<file path="src/rtl/mem_arbiter_pkg.sv">
// mem_arbiter_pkg
//   Shared types for the instruction/data memory arbiter.
//   - arb_state_e : arbiter FSM states (2-bit encoding)
//   - arb_owner_e : which requester owns the memory bus
//   - busOwner()  : maps a bus state onto its owner
//   - STARVE_CNT_W: width of the optional starvation counter
//     (only used when ARB_STARVE_GUARD_EN is defined)
package mem_arbiter_pkg;

  localparam int STARVE_CNT_W = 4;

  typedef enum logic [1:0] {
    ARB_IDLE  = 2'd0,
    ARB_BUS_I = 2'd1,
    ARB_BUS_D = 2'd2,
    ARB_RESP  = 2'd3
  } arb_state_e;

  typedef enum logic {
    ARB_OWN_I = 1'b0,
    ARB_OWN_D = 1'b1
  } arb_owner_e;

  // Only BUS_D belongs to the data port; every other state is treated as
  // the fetch side, which is all the caller needs when completing a
  // transfer from one of the two bus states.
  function automatic arb_owner_e busOwner(input arb_state_e s);
    return (s == ARB_BUS_D) ? ARB_OWN_D : ARB_OWN_I;
  endfunction

endpackage

</file>
<file path="src/rtl/arb_starve_cnt.sv">
// arb_starve_cnt
//   Counts consecutive data-port grants made while a fetch is waiting,
//   and flags when that count reaches STARVE_MAX so the arbiter can hand
//   the next slot to the fetch port. Instantiated by mem_arbiter only
//   when ARB_STARVE_GUARD_EN is defined.
// Ports
//   clk        in  rising-edge clock
//   rst_n      in  asynchronous active-low reset
//   eval_i     in  arbiter is in IDLE this cycle (arbitration cycle)
//   if_req_i   in  fetch request as seen by the arbiter
//   d_grant_i  in  data port is being granted this cycle
//   at_max_o   out counter has reached STARVE_MAX
module arb_starve_cnt
  import mem_arbiter_pkg::*;
#(
  parameter int STARVE_MAX = 4
) (
  input  logic clk,
  input  logic rst_n,
  input  logic eval_i,
  input  logic if_req_i,
  input  logic d_grant_i,
  output logic at_max_o
);

  logic [STARVE_CNT_W-1:0] starveCnt_q;

  // The counter only moves in arbitration cycles. A D grant while a fetch
  // is pending bumps it; anything else seen in IDLE (no fetch waiting, or
  // the fetch itself winning) wipes the history. STARVE_MAX is capped at
  // 15 so the count can never wrap before the fetch is forced through.
  always_ff @(posedge clk or negedge rst_n) begin
    if (!rst_n) begin
      starveCnt_q <= '0;
    end else if (eval_i) begin
      if (if_req_i && d_grant_i) begin
        starveCnt_q <= starveCnt_q + 1'b1;
      end else begin
        starveCnt_q <= '0;
      end
    end
  end

  assign at_max_o = (starveCnt_q == STARVE_CNT_W'(STARVE_MAX));

endmodule

</file>
<file path="src/rtl/mem_arbiter.sv">
// mem_arbiter
//   Shares one single-ported, variable-latency memory between the fetch
//   port (I, read-only) and the data port (D, read/write). D has fixed
//   priority. Each transfer runs IDLE -> BUS_x -> RESP -> IDLE, so the
//   fastest req-to-ack turnaround is three cycles.
//   Optional feature macro: ARB_STARVE_GUARD_EN. When defined, a fetch
//   that has watched STARVE_MAX consecutive D grants is granted next.
// Ports
//   clk, rst_n                 clock / asynchronous active-low reset
//   if_req, if_addr            fetch request and address (held until ack)
//   if_rdata, if_ack           fetch read data and one-cycle completion
//   d_req, d_wen, d_addr,
//   d_wdata                    data request (held until ack)
//   d_rdata, d_ack             data read data (kept on writes), completion
//   m_req, m_wen, m_addr,
//   m_wdata                    registered memory request
//   m_rdata, m_ack             memory response (m_ack used only in BUS_x)
//   busy                       high whenever the FSM is not in IDLE
module mem_arbiter
  import mem_arbiter_pkg::*;
#(
  parameter int ADDR_W     = 32,
  parameter int DATA_W     = 32,
  parameter int STARVE_MAX = 4
) (
  input  logic              clk,
  input  logic              rst_n,
  input  logic              if_req,
  input  logic [ADDR_W-1:0] if_addr,
  output logic [DATA_W-1:0] if_rdata,
  output logic              if_ack,
  input  logic              d_req,
  input  logic              d_wen,
  input  logic [ADDR_W-1:0] d_addr,
  input  logic [DATA_W-1:0] d_wdata,
  output logic [DATA_W-1:0] d_rdata,
  output logic              d_ack,
  output logic              m_req,
  output logic              m_wen,
  output logic [ADDR_W-1:0] m_addr,
  output logic [DATA_W-1:0] m_wdata,
  input  logic [DATA_W-1:0] m_rdata,
  input  logic              m_ack,
  output logic              busy
);

  if (STARVE_MAX < 1 || STARVE_MAX > 15) begin : gBadStarveMax
    $error("mem_arbiter: STARVE_MAX must be in 1..15");
  end

  arb_state_e        state_q;
  logic              mReq_q;
  logic              mWen_q;
  logic [ADDR_W-1:0] mAddr_q;
  logic [DATA_W-1:0] mWdata_q;
  logic [DATA_W-1:0] ifRdata_q;
  logic [DATA_W-1:0] dRdata_q;
  logic              ifAck_q;
  logic              dAck_q;
  logic              busy_q;

  logic isIdle;
  logic guardForceI;
  logic grantD;
  logic grantI;

  assign isIdle = (state_q == ARB_IDLE);

`ifdef ARB_STARVE_GUARD_EN
  logic starveAtMax;

  arb_starve_cnt #(
    .STARVE_MAX(STARVE_MAX)
  ) u_starve_cnt (
    .clk      (clk),
    .rst_n    (rst_n),
    .eval_i   (isIdle),
    .if_req_i (if_req),
    .d_grant_i(grantD),
    .at_max_o (starveAtMax)
  );

  assign guardForceI = starveAtMax & if_req;
`else
  assign guardForceI = 1'b0;
`endif

  // Grants are only meaningful in IDLE; D wins unless the guard has
  // decided the waiting fetch has been starved long enough.
  assign grantD = isIdle & d_req & ~guardForceI;
  assign grantI = isIdle & if_req & ~grantD;

  // Single registered FSM. Every output is a flop so the memory side sees
  // clean, glitch-free request signals. The ack pulse is raised on the
  // same edge that enters RESP, so it lives exactly for the RESP cycle.
  // A reset abandons any transfer in flight; the memory is expected to
  // tolerate m_req falling without an ack.
  always_ff @(posedge clk or negedge rst_n) begin
    if (!rst_n) begin
      state_q   <= ARB_IDLE;
      mReq_q    <= 1'b0;
      mWen_q    <= 1'b0;
      mAddr_q   <= '0;
      mWdata_q  <= '0;
      ifRdata_q <= '0;
      dRdata_q  <= '0;
      ifAck_q   <= 1'b0;
      dAck_q    <= 1'b0;
      busy_q    <= 1'b0;
    end else begin
      case (state_q)
        ARB_IDLE: begin
          if (grantD) begin
            state_q  <= ARB_BUS_D;
            mReq_q   <= 1'b1;
            mWen_q   <= d_wen;
            mAddr_q  <= d_addr;
            mWdata_q <= d_wdata;
            busy_q   <= 1'b1;
          end else if (grantI) begin
            state_q <= ARB_BUS_I;
            mReq_q  <= 1'b1;
            mWen_q  <= 1'b0;
            mAddr_q <= if_addr;
            busy_q  <= 1'b1;
          end
        end
        ARB_BUS_I, ARB_BUS_D: begin
          if (m_ack) begin
            state_q <= ARB_RESP;
            mReq_q  <= 1'b0;
            if (busOwner(state_q) == ARB_OWN_D) begin
              dAck_q <= 1'b1;
              if (!mWen_q) begin
                dRdata_q <= m_rdata;
              end
            end else begin
              ifAck_q   <= 1'b1;
              ifRdata_q <= m_rdata;
            end
          end
        end
        ARB_RESP: begin
          state_q <= ARB_IDLE;
          ifAck_q <= 1'b0;
          dAck_q  <= 1'b0;
          busy_q  <= 1'b0;
        end
        default: begin
          state_q <= ARB_IDLE;
        end
      endcase
    end
  end

  assign m_req    = mReq_q;
  assign m_wen    = mWen_q;
  assign m_addr   = mAddr_q;
  assign m_wdata  = mWdata_q;
  assign if_rdata = ifRdata_q;
  assign d_rdata  = dRdata_q;
  assign if_ack   = ifAck_q;
  assign d_ack    = dAck_q;
  assign busy     = busy_q;

endmodule
</file>
<file path="config.mk">
export PLATFORM = sky130hd
export DESIGN_NAME = mem_arbiter
export DESIGN_NICKNAME = d
export VERILOG_FILES = /design/src/rtl/mem_arbiter_pkg.sv /design/src/rtl/arb_starve_cnt.sv /design/src/rtl/mem_arbiter.sv
export SDC_FILE = /design/constraint.sdc
export NUM_CORES = 1
export LEC_CHECK = 0
export BUFFER_PORTS_ARGS = -buffer_cell sky130_fd_sc_hd__buf_2
export CAP_MARGIN = 40
export CORE_MARGIN = 3
export CORE_UTILIZATION = 25
export DETAILED_ROUTE_END_ITERATION = 8
export GPL_TIMING_DRIVEN = 0
export PLACE_DENSITY = 0.48
export SYNTH_ARGS = -nofsm -noshare
export SYNTH_HDL_FRONTEND = slang
export SYNTH_SLANG_ARGS = --single-unit
</file>
<file path="constraint.sdc">
create_clock -name clk -period 3.6 [get_ports clk]
set_input_delay 0.36 -clock clk [delete_from_list [all_inputs] [get_ports clk]]
set_output_delay 0.36 -clock clk [all_outputs]
set_load 0.02 [all_outputs]
</file>
Word-level counts from Yosys, hierarchy flattened
Cells that the tools add are included.
{"block": "classes", "bitwise_logic": 6, "addsub": 0, "n_shift": 0, "n_eq_ne": 7, "mux": 20, "order_cmp": 0, "n_div": 0, "mul": 0, "reduce_logical": 15}
{"op": "$mux W32", "n": 2}
{"op": "$reduce_and A3 Y1", "n": 4}
{"op": "$mux W1", "n": 10}
{"op": "$pmux W1 S2", "n": 4}
{"op": "$reduce_and A2 Y1", "n": 4}
{"op": "$reduce_bool A2 Y1", "n": 4}
{"op": "$mux W2", "n": 3}
{"op": "$ne A2 B2 Y1 const B", "n": 3}
{"op": "$pmux W2 S3", "n": 1}
{"op": "$eq A2 B2 Y1 const B", "n": 2}
{"op": "$reduce_and A4 Y1", "n": 1}
{"op": "$and A1 B1 Y1", "n": 3}
{"op": "$ne A3 B1 Y1 const B", "n": 1}
{"op": "$not A1 Y1", "n": 3}
{"op": "$eq A2 B1 Y1 const B", "n": 1}
{"op": "$logic_not A2 Y1", "n": 1}
{"op": "$reduce_or A2 Y1", "n": 1}
{"block": "word_totals", "regBits": 135, "latch_bits": 0, "inputBits": 134, "word_cells": 58, "ramBits": 0, "memories": 0, "romBits": 0}

Depth between registers and ports, before layout
Gate-level depths: netlist of the first run.
{"block": "depth", "depth_word": 7, "ltp_mapped": 7, "depth_no_buf": 5}

Worst setup path before layout of the first run
OpenSTA, ideal clock, no wires.
{"block": "synth_timing", "path_kind": "register -> register", "from": "register state_q[0]", "to": "register ifRdata_q[10] (netlist: if_rdata[10])", "setup_time_ns": 0.125, "setup_slack_ns": 1.966, "t_required_ns": 3.475, "path_stages_with_launch": 6, "arrival_ns": 1.509, "synth_period_minus_slack_ns": 1.634, "cell_sequence": "dfrtp_1 > inv_1 > ha_1 > nand3b_2 > buf_2 > mux2_2"}
{"block": "synth_via", "elab_chain_cells": 4, "word_cells_on_any_way": 6, "classes_between": "eq/ne: 2; mux: 1; bitwise: 1; reduce/logical: 2"}
{"item": "start, declared", "line_no": "mem_arbiter.sv:51", "text": "arb_state_e state_q;"}
{"item": "start signal, assigned", "line_no": "mem_arbiter.sv:100", "text": "state_q <= ARB_IDLE;"}
{"item": "start signal, assigned", "line_no": "mem_arbiter.sv:114", "text": "state_q <= ARB_BUS_D;"}
{"item": "start signal, assigned", "line_no": "mem_arbiter.sv:121", "text": "state_q <= ARB_BUS_I;"}
{"item": "$eq A2 B2 Y1", "line_no": "mem_arbiter_pkg.sv:28, mem_arbiter.sv:111"}
{"item": "$mux W1", "line_no": "mem_arbiter_pkg.sv:28", "text": "return (s == ARB_BUS_D) ? ARB_OWN_D : ARB_OWN_I;"}
{"item": "$not A1 Y1 (no line)"}
{"item": "$reduce_and A3 Y1 (no line) *"}
{"item": "end signal, assigned", "line_no": "mem_arbiter.sv:139", "text": "ifRdata_q <= m_rdata;"}
{"item": "end, declared", "line_no": "mem_arbiter.sv:56", "text": "logic [DATA_W-1:0] ifRdata_q;"}
Mark *: on every way between the ends. The rest lies on a longest branch, timed or not.
A chain may end at the register's enable or synchronous reset.

Worst setup path in the final report of the first run
{"block": "layout_timing", "from": "register state_q[0]", "to": "register ifRdata_q[6] (netlist: if_rdata[6])"}
The elaborated chain is that of the path after synthesis.

==> results.tsv, run 1 <==
metric	value	unit
root_buffer	clkbuf_16	
initial_core_util	25.8	%
grt_overflow	0	
clkPwrFrac	21.1	%
io_pins	267	
antenna_left	0	
p_sw	3.27	mW
setup_viol	0	
postPlaceCellArea	7210	um2
antenna_cells	0	
r2r-start	state_q[0]$_DFFE_PN0P_	
dieHeight	154	um
postCtsSetupBuffers	0	
cts_tree	built	
relSlewSlack	49.6	%
die-area	23800	um2
netlist_top_cells_area	dfrtp_1 61%, mux2_2 16%, o22ai_1 7.3%	
end_kind	register	
r2r_slack	1.65	ns
pwr_density_cell	1060	nW/um2
cts_resized	0	
grt_antenna_before_repair	0	
synthesis.nets	528	
cts_buffers	17	
finalPower	8.27	mW
drc_errors	0	
dp_hpwl	12.1	mm
synthTopCellsByCount	135 x dfrtp_1, 78 x mux2_2, 64 x o22ai_1, 32 x a21oi_1, 18 x mux2_4	
grt_pass1_wl	25.0	mm
arrival	2.24	ns
cts_buffer_depth	2	
max_freq	512	MHz
worst_slack	1.65	ns
async_flop_share	100	%
synthFlopType	dfrtp_1	
yosysMostFrequentCell	dfrtp_1	
stdcell_count	961	
num_vias	4426	
insertion_delay	0.41	ns
synth_edf_count	0	
die_x	154	um
port_buffers	265	
required	3.89	ns
maxSlewViolCount	0	
vias_per_cell	4.61	
nFillCells	2132	
worstMarginPinSlew	0.756	ns
startpoint	state_q[0]$_DFFE_PN0P_	
critPathBufInv	2	
synth.avg_cell_area	14.2	um2
htreeDepth	4	
fin_nets	813	
failed_checks	hold timing	
cp.depth	5	
max_stage_delay	0.41	ns
leakage	3.80	nW
path_class	reg -> reg	
cts.sinks	135	
first_pass_iters	4	
yosys_warnings	0	
slowest_stage	dfrtp_1	
drt_iter0_drc	152	
netlist.area_leader.share	61.3	%
routed_wl	15.9	mm
status	finished with violations	
timing.final.crit_share	54.2	%
first_global_vias	4662	
drive_gt1_share	60.5	%
tns	0	ns
finalInstanceArea	7810	um2
hold_buffers	0	
ys_seq_area_share	61.3	%
wire_per_inst	16.5	um
core	21400	um2
routabilityCongestion	0.812	
power_frac_comb	45.5	%
endpoint	if_rdata[6]$_DFFE_PN0P_	
yosysUniqueCellTypes	29	
yosys.area.top_type	dfrtp_1	
internal-power	5.00	mW
row_count	53	
skew	0.00726	ns
p_seq_share	33.5	%
rsz0062_at_grt	false	
track_usage	13.0	%
hold_class	in -> async	
critical-path-top-delay-family	buffers and inverters	
hold_slack	-0.00316	ns
place_ws	1.63	ns
cts.clk_slew.worst_paths	0.06	ns
finalHoldViolations	4	
syn_inst	388	
crit_path_max_fanout	10	
grt_max_degree	81	
reg2regPathDepth	5	
ys_seq_elements	135	
start_kind	register	
syn2layout_area_growth	41.8	%
worstReg2RegEnd	if_rdata[6]$_DFFE_PN0P_	
cp_cell_sequence	inv_1 > ha_1 > nand3b_2 > buf_2 > mux2_2	
dp_cells	929	
cap_violations	0	
switching_share	39.5	%
period_needed	1.95	ns
irDropWorstVdd	0.377	mV
syn-cell-area	5510	um2
flip-flops by register name, indices dropped and copies added, names as in the netlist:
register,count
m_req,1
d_rdata,32
m_addr,32
d_ack,1
m_wen,1
m_wdata,32
busy,1
if_ack,1
state_q,2
if_rdata,32
routing by layer:
| metal | part of all wire [%] | routed length [um] | vias up | track usage [%] |
|---|---|---|---|---|
| met5 | 0 | 0 | - | 0 |
| met4 | 1.2 | 186 | 0 | 3.32 |
| met3 | 7.7 | 1230 | 17 | 4.62 |
| met2 | 49 | 7760 | 187 | 21.7 |
| met1 | 42 | 6720 | 2195 | 16.3 |
| li1 | - | - | 2027 | - |
per-stage QoR:
stage / utilization [%] / hold WS, ns
5_1_grt: 36.6 / 0.0418
3_3_place_gp: 33.6 / 0.483
2_1_floorplan: - / 0.0644
6_report: 36.6 / -0.00316
3_5_place_dp: 33.8 / 0.462
4_1_cts: 36.6 / 0.0111
cells in the final DEF (no fill, tap or decap), types with 2 or more instances in the layout:
| cell type | Yosys | final |
|---|---|---|
| mux2_2 | 78 | 78 |
| clkinv_4 | 0 | 3 |
| mux2_4 | 18 | 18 |
| clkinv_2 | 0 | 2 |
| bufinv_16 | 0 | 2 |
| clkbuf_8 | 0 | 2 |
| clkbuf_16 | 0 | 17 |
| ha_1 | 6 | 6 |
| inv_1 | 4 | 4 |
| inv_6 | 0 | 3 |
| nand2_1 | 2 | 2 |
| buf_2 | 15 | 279 |
| buf_6 | 3 | 4 |
| o22ai_1 | 64 | 64 |
| dfrtp_1 | 135 | 135 |
| o31ai_1 | 3 | 3 |
| a21oi_1 | 32 | 32 |
| clkbuf_1 | 8 | 9 |
| o21ai_0 | 3 | 3 |
| nand3b_2 | 2 | 2 |
worst reg2reg max path, cell delays in order (launching register included):
cell      delay, ns
dfrtp_1        0.41
inv_1          0.11
ha_1           0.40
nand3b_2       0.22
buf_2          0.31
mux2_2         0.38
worst min path at each step:
stage	slack, ns	cells past startpoint	to	start
after floorplan	0.06	0	busy$_DFFE_PN0P_	rst_n
after global placement	0.48	1	d_rdata[21]$_DFFE_PN0P_	d_rdata[21]$_DFFE_PN0P_
after detailed placement	0.46	1	d_rdata[11]$_DFFE_PN0P_	rst_n
after CTS	0.01	1	d_rdata[14]$_DFFE_PN0P_	rst_n
after global routing	0.04	1	if_rdata[11]$_DFFE_PN0P_	rst_n
final	-0.003	1	if_rdata[11]$_DFFE_PN0P_	rst_n
final cells by class:
type                       count  area, um2  share of cell area (%)
inverter                       4       15.0                   0.192
clock inverter                12        141                    1.81
tap                          275        344                    4.41
timing repair buffer         266       1360                    17.4
buffer                        27        143                    1.83
clock buffer                  20        457                    5.85
multi-input combinational    222       1970                    25.2
sequential                   135       3380                    43.3
cell families after synthesis:
logic type                 synth area share, %
muxes                                     21.0
DFF                                       61.3
AOI/OAI and AO/OA                         12.0
adders and majority gates                 1.36
buffers and inverters                     2.86
and+or+nand+nor                           1.41
power by group through the flow:
stage | combinational, mW | sequential (mW) | clock [mW]
global route | 4.05 | 2.87 | 1.89
floorplan | 1.55 | 3.70 | 0
finish | 3.76 | 2.77 | 1.74
global placement | 3.76 | 2.75 | 0
detailed placement | 3.83 | 2.78 | 0
CTS | 3.82 | 2.77 | 1.81
(Power assumes the default switching activity.)
==> inputs of run 2 (changes only) <==
--- a/config.mk
+++ b/config.mk
@@ -5,13 +5,14 @@
 export SDC_FILE = /design/constraint.sdc
 export NUM_CORES = 1
 export LEC_CHECK = 0
+export ABC_AREA = 1
 export BUFFER_PORTS_ARGS = -buffer_cell sky130_fd_sc_hd__buf_2
 export CAP_MARGIN = 40
 export CORE_MARGIN = 3
 export CORE_UTILIZATION = 25
 export DETAILED_ROUTE_END_ITERATION = 8
 export GPL_TIMING_DRIVEN = 0
-export PLACE_DENSITY = 0.48
+export PLACE_DENSITY = 0.47
 export SYNTH_ARGS = -nofsm -noshare
 export SYNTH_HDL_FRONTEND = slang
 export SYNTH_SLANG_ARGS = --single-unit
==> constraint.sdc (replaced) <==
create_clock -name clk -period 2 [get_ports clk]
set_input_delay 0.2 -clock clk [delete_from_list [all_inputs] [get_ports clk]]
set_output_delay 0.2 -clock clk [all_outputs]
set_load 0.02 [all_outputs]
==> run 2 against run 1 <==
Compared with the run above: the run now ends clean; critical path depth is 1 higher; design area is 11% higher; setup slack worse by 1.4 ns; first-iteration DRC count is 28% higher; combinational power is 82% higher; non-clock buffer count is 51 higher; sequential share of layout area is 4.1 points lower; clock power is 74% higher; die area is 6.1% higher; largest power group unchanged.
==> results.tsv, run 2 <==
metric	value	unit
period_needed	1.74	ns
max_freq	575	MHz
yosysUniqueCellTypes	17	
arrival	2.02	ns
routed_wl	18.4	mm
timing.final.crit_share	87.0	%
die-area	25300	um2
ys_seq_area_share	57.7	%
synth_top_family_by_area	simple AND/OR/NAND/NOR gates	
cts.clk_slew.worst_paths	0.06	ns
syn_inst	637	
synthXorXnorAreaFrac	0	%
postCtsSetupBuffers	0	
wire_per_inst	14.2	um
worstHoldStart	d_addr[30]	
first_global_vias	5468	
synthFlopType	dfrtp_1	
pwr_density_cell	1690	nW/um2
startpoint	state_q[0]$_DFFE_PN0P_	
postPlaceCellArea	7610	um2
drt_iter0_drc	194	
rsz0062_at_grt	false	
synth-simple-area-share	17.2	%
leakage	4.81	nW
status	complete, no violations	
yosys.area.top_type	dfrtp_1	
cts_buffers	17	
start_kind	register	
synth.avg_cell_area	9.19	um2
syn-cell-area	5860	um2
cts_tree	built	
irDropWorstVdd	0.687	mV
yosys_warnings	0	
hold_buffers	46	
core	22800	um2
grt_max_degree	80	
synthTopCellsByCount	244 x nand2_1, 135 x dfrtp_1, 74 x inv_1, 56 x o21ai_0, 41 x o21ai_2	
nFillCells	2448	
ys_seq_elements	135	
insertion_delay	0.42	ns
required	2.28	ns
first_pass_iters	4	
max_stage_delay	0.41	ns
async_flop_share	100	%
finalHoldViolations	0	
skew	0.0103	ns
finalInstanceArea	8640	um2
worstReg2RegEnd	m_addr[10]$_DFFE_PN0P_	
cap_violations	0	
crit_path_max_fanout	10	
fin_util	37.8	%
reg2regPathDepth	6	
drc_errors	0	
fin_nets	1109	
netlist.area_leader.share	57.7	%
num_vias	5232	
dieHeight	159	um
yosysMostFrequentCell	nand2_1	
track_usage	14.6	%
synth_mux_area_share	0	%
initial_core_util	25.6	%
slowest_stage	dfrtp_1	
final_common_cell	buf_2	
layout_common_cells	270 x buf_2, 244 x nand2_1, 135 x dfrtp_1	
r2r_slack	0.26	ns
synth_edf_count	0	
relSlewSlack	49.9	%
endpoint	m_addr[10]$_DFFE_PN0P_	
dp_hpwl	13.3	mm
netlist_top_cells_area	dfrtp_1 58%, nand2_1 16%, o21ai_2 6.1%	
syn2layout_area_growth	47.5	%
antenna_left	0	
cts.sinks	135	
r2r-start	state_q[0]$_DFFE_PN0P_	
cp_cell_sequence	inv_1 > ha_1 > nand2_2 > clkbuf_1 > o21ai_0 > nand2_1	
synthAdderAreaFrac	1.28	%
io_pins	267	
final-seq-area	3380	um2
row_count	55	
grt_overflow	0	
worstMarginPinSlew	0.751	ns
port_buffers	266	
die_x	159	um
htreeDepth	4	
cts_buffer_depth	2	
setup_viol	0	
root_buffer	clkbuf_16	
synth-compound-area-share	13.9	%
vias_per_cell	4.04	
grt_pass1_wl	30.0	mm
path_class	reg -> reg	
antenna_cells	0	
end_kind	register	
grt_antenna_before_repair	1	
routabilityCongestion	0.758	
multi_input_area	1900	um2
drive_gt1_share	38.2	%
synthesis.nets	777	
cts_resized	0	
hold_class	in -> reg	
maxSlewViolCount	0	
## run 2: through the flow
step                      TNS, ns  setup WS [ns]  hold slack (ns)  cells  total power [mW]
after floorplan                 0          0.581          -0.0956    637              9.17
after global placement    -186.98          -1.40            0.396   1216              11.6
after detailed placement        0          0.230            0.308   1217              11.7
after CTS                       0          0.213          0.00132   1295              14.9
after global routing            0         0.0837           0.0221   1295              15.8
final                           0          0.260           0.0230   1295              14.6
## run 2: area by class of cell
cell class	instances	share of cell area, %
sequential	135	39.1
inverter	76	3.30
clock buffer	19	5.13
multi-input combinational	395	21.9
clock inverter	13	1.41
tap	313	4.53
buffer	31	3.43
timing repair buffer	313	21.1
## run 2: kinds of logic (layout without fill, tap and decap cells)
group           after synthesis  count (layout)
compound gates              132             132
flops                       135             135
simple gates                257             257
buf+inv                     107             452
fa+ha+maj                     6               6
## run 2: where the power goes
group / leakage [nW] / total [mW] / switching, mW / internal [mW]
sequential: 1.66 / 4.75 / 0.683 / 4.06
combinational: 2.89 / 6.84 / 4.44 / 2.40
clock: 0.262 / 3.02 / 1.27 / 1.75
total: 4.81 / 14.6 / 6.39 / 8.21
## run 2: how the worst min path moves through the flow
stage,endpoint,cells after the start
3_3_place_gp,m_wdata[21]$_DFFE_PN0P_,3
6_report,m_addr[30]$_DFFE_PN0P_,3
3_5_place_dp,d_rdata[24]$_DFFE_PN0P_,1
2_1_floorplan,busy$_DFFE_PN0P_,0
4_1_cts,m_addr[13]$_DFFE_PN0P_,3
5_1_grt,m_addr[28]$_DFFE_PN0P_,3
## run 2: layer usage
layer  track usage [%]  share of wire, %
met1              18.1                44
met2              23.7                46
met3              6.09               9.0
met4              3.54              0.93
met5                 0              0.10
## run 2: worst max-delay path: cells and delay by family (launching register included)
kind                       cells  cell delay (ns)
AOI/OAI and AO/OA              1             0.28
adders and majority gates      1             0.26
buffers and inverters          2             0.38
DFF                            1             0.41
and+or+nand+nor                2             0.26
==> inputs of run 3 (changes only) <==
--- a/config.mk
+++ b/config.mk
@@ -10,6 +10,7 @@
 export CAP_MARGIN = 40
 export CORE_MARGIN = 3
 export CORE_UTILIZATION = 25
+export CTS_BUF_LIST = sky130_fd_sc_hd__clkbuf_16
 export DETAILED_ROUTE_END_ITERATION = 8
 export GPL_TIMING_DRIVEN = 0
 export PLACE_DENSITY = 0.47
==> constraint.sdc (replaced) <==
create_clock -name clk -period 2 [get_ports clk]
set_input_delay 0.1 -clock clk [delete_from_list [all_inputs] [get_ports clk]]
set_output_delay 0.1 -clock clk [all_outputs]
set_load 0.02 [all_outputs]
==> run 3 against run 2 <==
Compared with the run above: sequential power about the same; setup slack improved by 0.0035 ns; via count up 4.5%; register-to-register slack about the same; hold slack hardly changed; critical endpoint unchanged; largest cell class unchanged; highest routed layer unchanged.
==> results.tsv, run 3 (synthesis gave the netlist of run 2 again) <==
metric	value	unit
status	complete, no violations	
timing.final.crit_share	86.8	%
cts.clk_slew.worst_paths	0.06	ns
cp_cell_sequence	inv_1 > ha_1 > nand2_2 > clkbuf_1 > o21ai_0 > nand2_1	
row_count	55	
postPlaceCellArea	7610	um2
io_pins	267	
critical-path-top-delay-family	flip-flops	
cts_buffers	17	
first_pass_iters	5	
initial_core_util	25.6	%
start_kind	register	
grt_overflow	0	
htreeDepth	4	
cts_resized	0	
port_buffers	266	
p_sw	6.42	mW
track_usage	15.0	%
cts_buffer_depth	2	
routabilityCongestion	0.758	
max_freq	576	MHz
dp_cells	1217	
grt_antenna_before_repair	1	
switching_share	43.8	%
insertion_delay	0.42	ns
reg2regPathDepth	6	
hold_depth	3	
finalHoldViolations	0	
dp_hpwl	13.3	mm
skew	0.0102	ns
postCtsSetupBuffers	0	
dieHeight	159	um
tns	0	ns
hold_class	in -> reg	
pwr_density_cell	1600	nW/um2
period_needed	1.74	ns
die-area	25300	um2
setup_viol	0	
critPathBufInv	2	
core	22800	um2
worstMarginPinSlew	0.753	ns
cap_violations	0	
final_common_cell	buf_2	
rsz0062_at_grt	false	
grt_pass1_wl	31.0	mm
cp.depth	6	
hold_slack	0.0229	ns
irDropWorstVdd	0.649	mV
fin_util	40.0	%
finalInstanceArea	9140	um2
root_buffer	clkbuf_16	
max_stage_delay	0.42	ns
routed_wl	18.8	mm
drc_errors	0	
grt_max_degree	80	
vias_per_cell	4.06	
arrival	2.01	ns
fin_nets	1160	
cts_tree	built	
finalPower	14.7	mW
crit_path_max_fanout	10	
required	2.28	ns
first_global_vias	5766	
drive_gt1_share	36.2	%
leakage	5.02	nW
maxSlewViolCount	0	
hold_buffers	97	
stdcell_count	1346	
clkPwrFrac	20.4	%
slowest_stage	dfrtp_1	
antenna_left	0	
p_seq_share	32.4	%
internal-power	8.24	mW
end_kind	register	
power_frac_comb	47.2	%
antenna_cells	0	
path_class	reg -> reg	
relSlewSlack	49.8	%
layout_common_cells	270 x buf_2, 244 x nand2_1, 135 x dfrtp_1	
worst_slack	0.263	ns
place_ws	0.230	ns
cts.sinks	135	
drt_iter0_drc	165	
die_x	159	um
syn2layout_area_growth	56.0	%
wire_per_inst	14.0	um
num_vias	5465	
run 3: changes by cell type in the layout (fill, tap and decap cells not counted):
| cell | before | now |
|---|---|---|
| clkbuf_1 | 2 | 1 |
| dlygate4sd3_1 | 46 | 97 |
| inv_1 | 74 | 75 |
| clkbuf_8 | 3 | 2 |
| clkinv_1 | 0 | 1 |
run 3: final timing paths:
kind	startpoint	endpoint	slack, ns
min in group asynchronous	rst_n	if_rdata[24]$_DFFE_PN0P_	0.29
worst max-delay path	state_q[0]$_DFFE_PN0P_	m_addr[10]$_DFFE_PN0P_	0.26
worst min-delay path	d_addr[10]	m_addr[10]$_DFFE_PN0P_	0.02
max in group asynchronous	rst_n	m_wdata[11]$_DFFE_PN0P_	0.93
worst min register to register	m_req$_DFFE_PN0P_	m_req$_DFFE_PN0P_	0.47
worst max register to register	state_q[0]$_DFFE_PN0P_	m_addr[10]$_DFFE_PN0P_	0.26
run 3: per-layer routing:
metal	routed length, um	GRT usage [%]	vias up
met5	19	0	-
met4	253	3.78	2
met3	1560	5.72	21
met2	8660	24.9	195
met1	8320	18.5	2494
li1	-	-	2753
run 3: cell type report:
class                      instances  area, um2
buffer                            31        297
clock buffer                      17        425
clock inverter                    15        129
fill                            2414      13700
inverter                          76        285
multi-input combinational        395       1900
sequential                       135       3380
tap                              313        392
timing repair buffer             364       2340
run 3: worst min-delay path, delay by kind of cell:
family | cells | cell delay (ns)
compound gates | 1 | 0.12
buf+inv | 1 | 0.08
simple gates | 1 | 0.09
run 3: power groups by stage:
| stage | clock network, mW | logic, mW | registers, mW |
|---|---|---|---|
| 6_report | 2.99 | 6.92 | 4.75 |
| 5_1_grt | 3.18 | 7.68 | 4.93 |
| 4_1_cts | 3.07 | 7.06 | 4.76 |
| 3_5_place_dp | 0 | 6.91 | 4.78 |
| 3_3_place_gp | 0 | 6.87 | 4.75 |
| 2_1_floorplan | 0 | 2.82 | 6.35 |
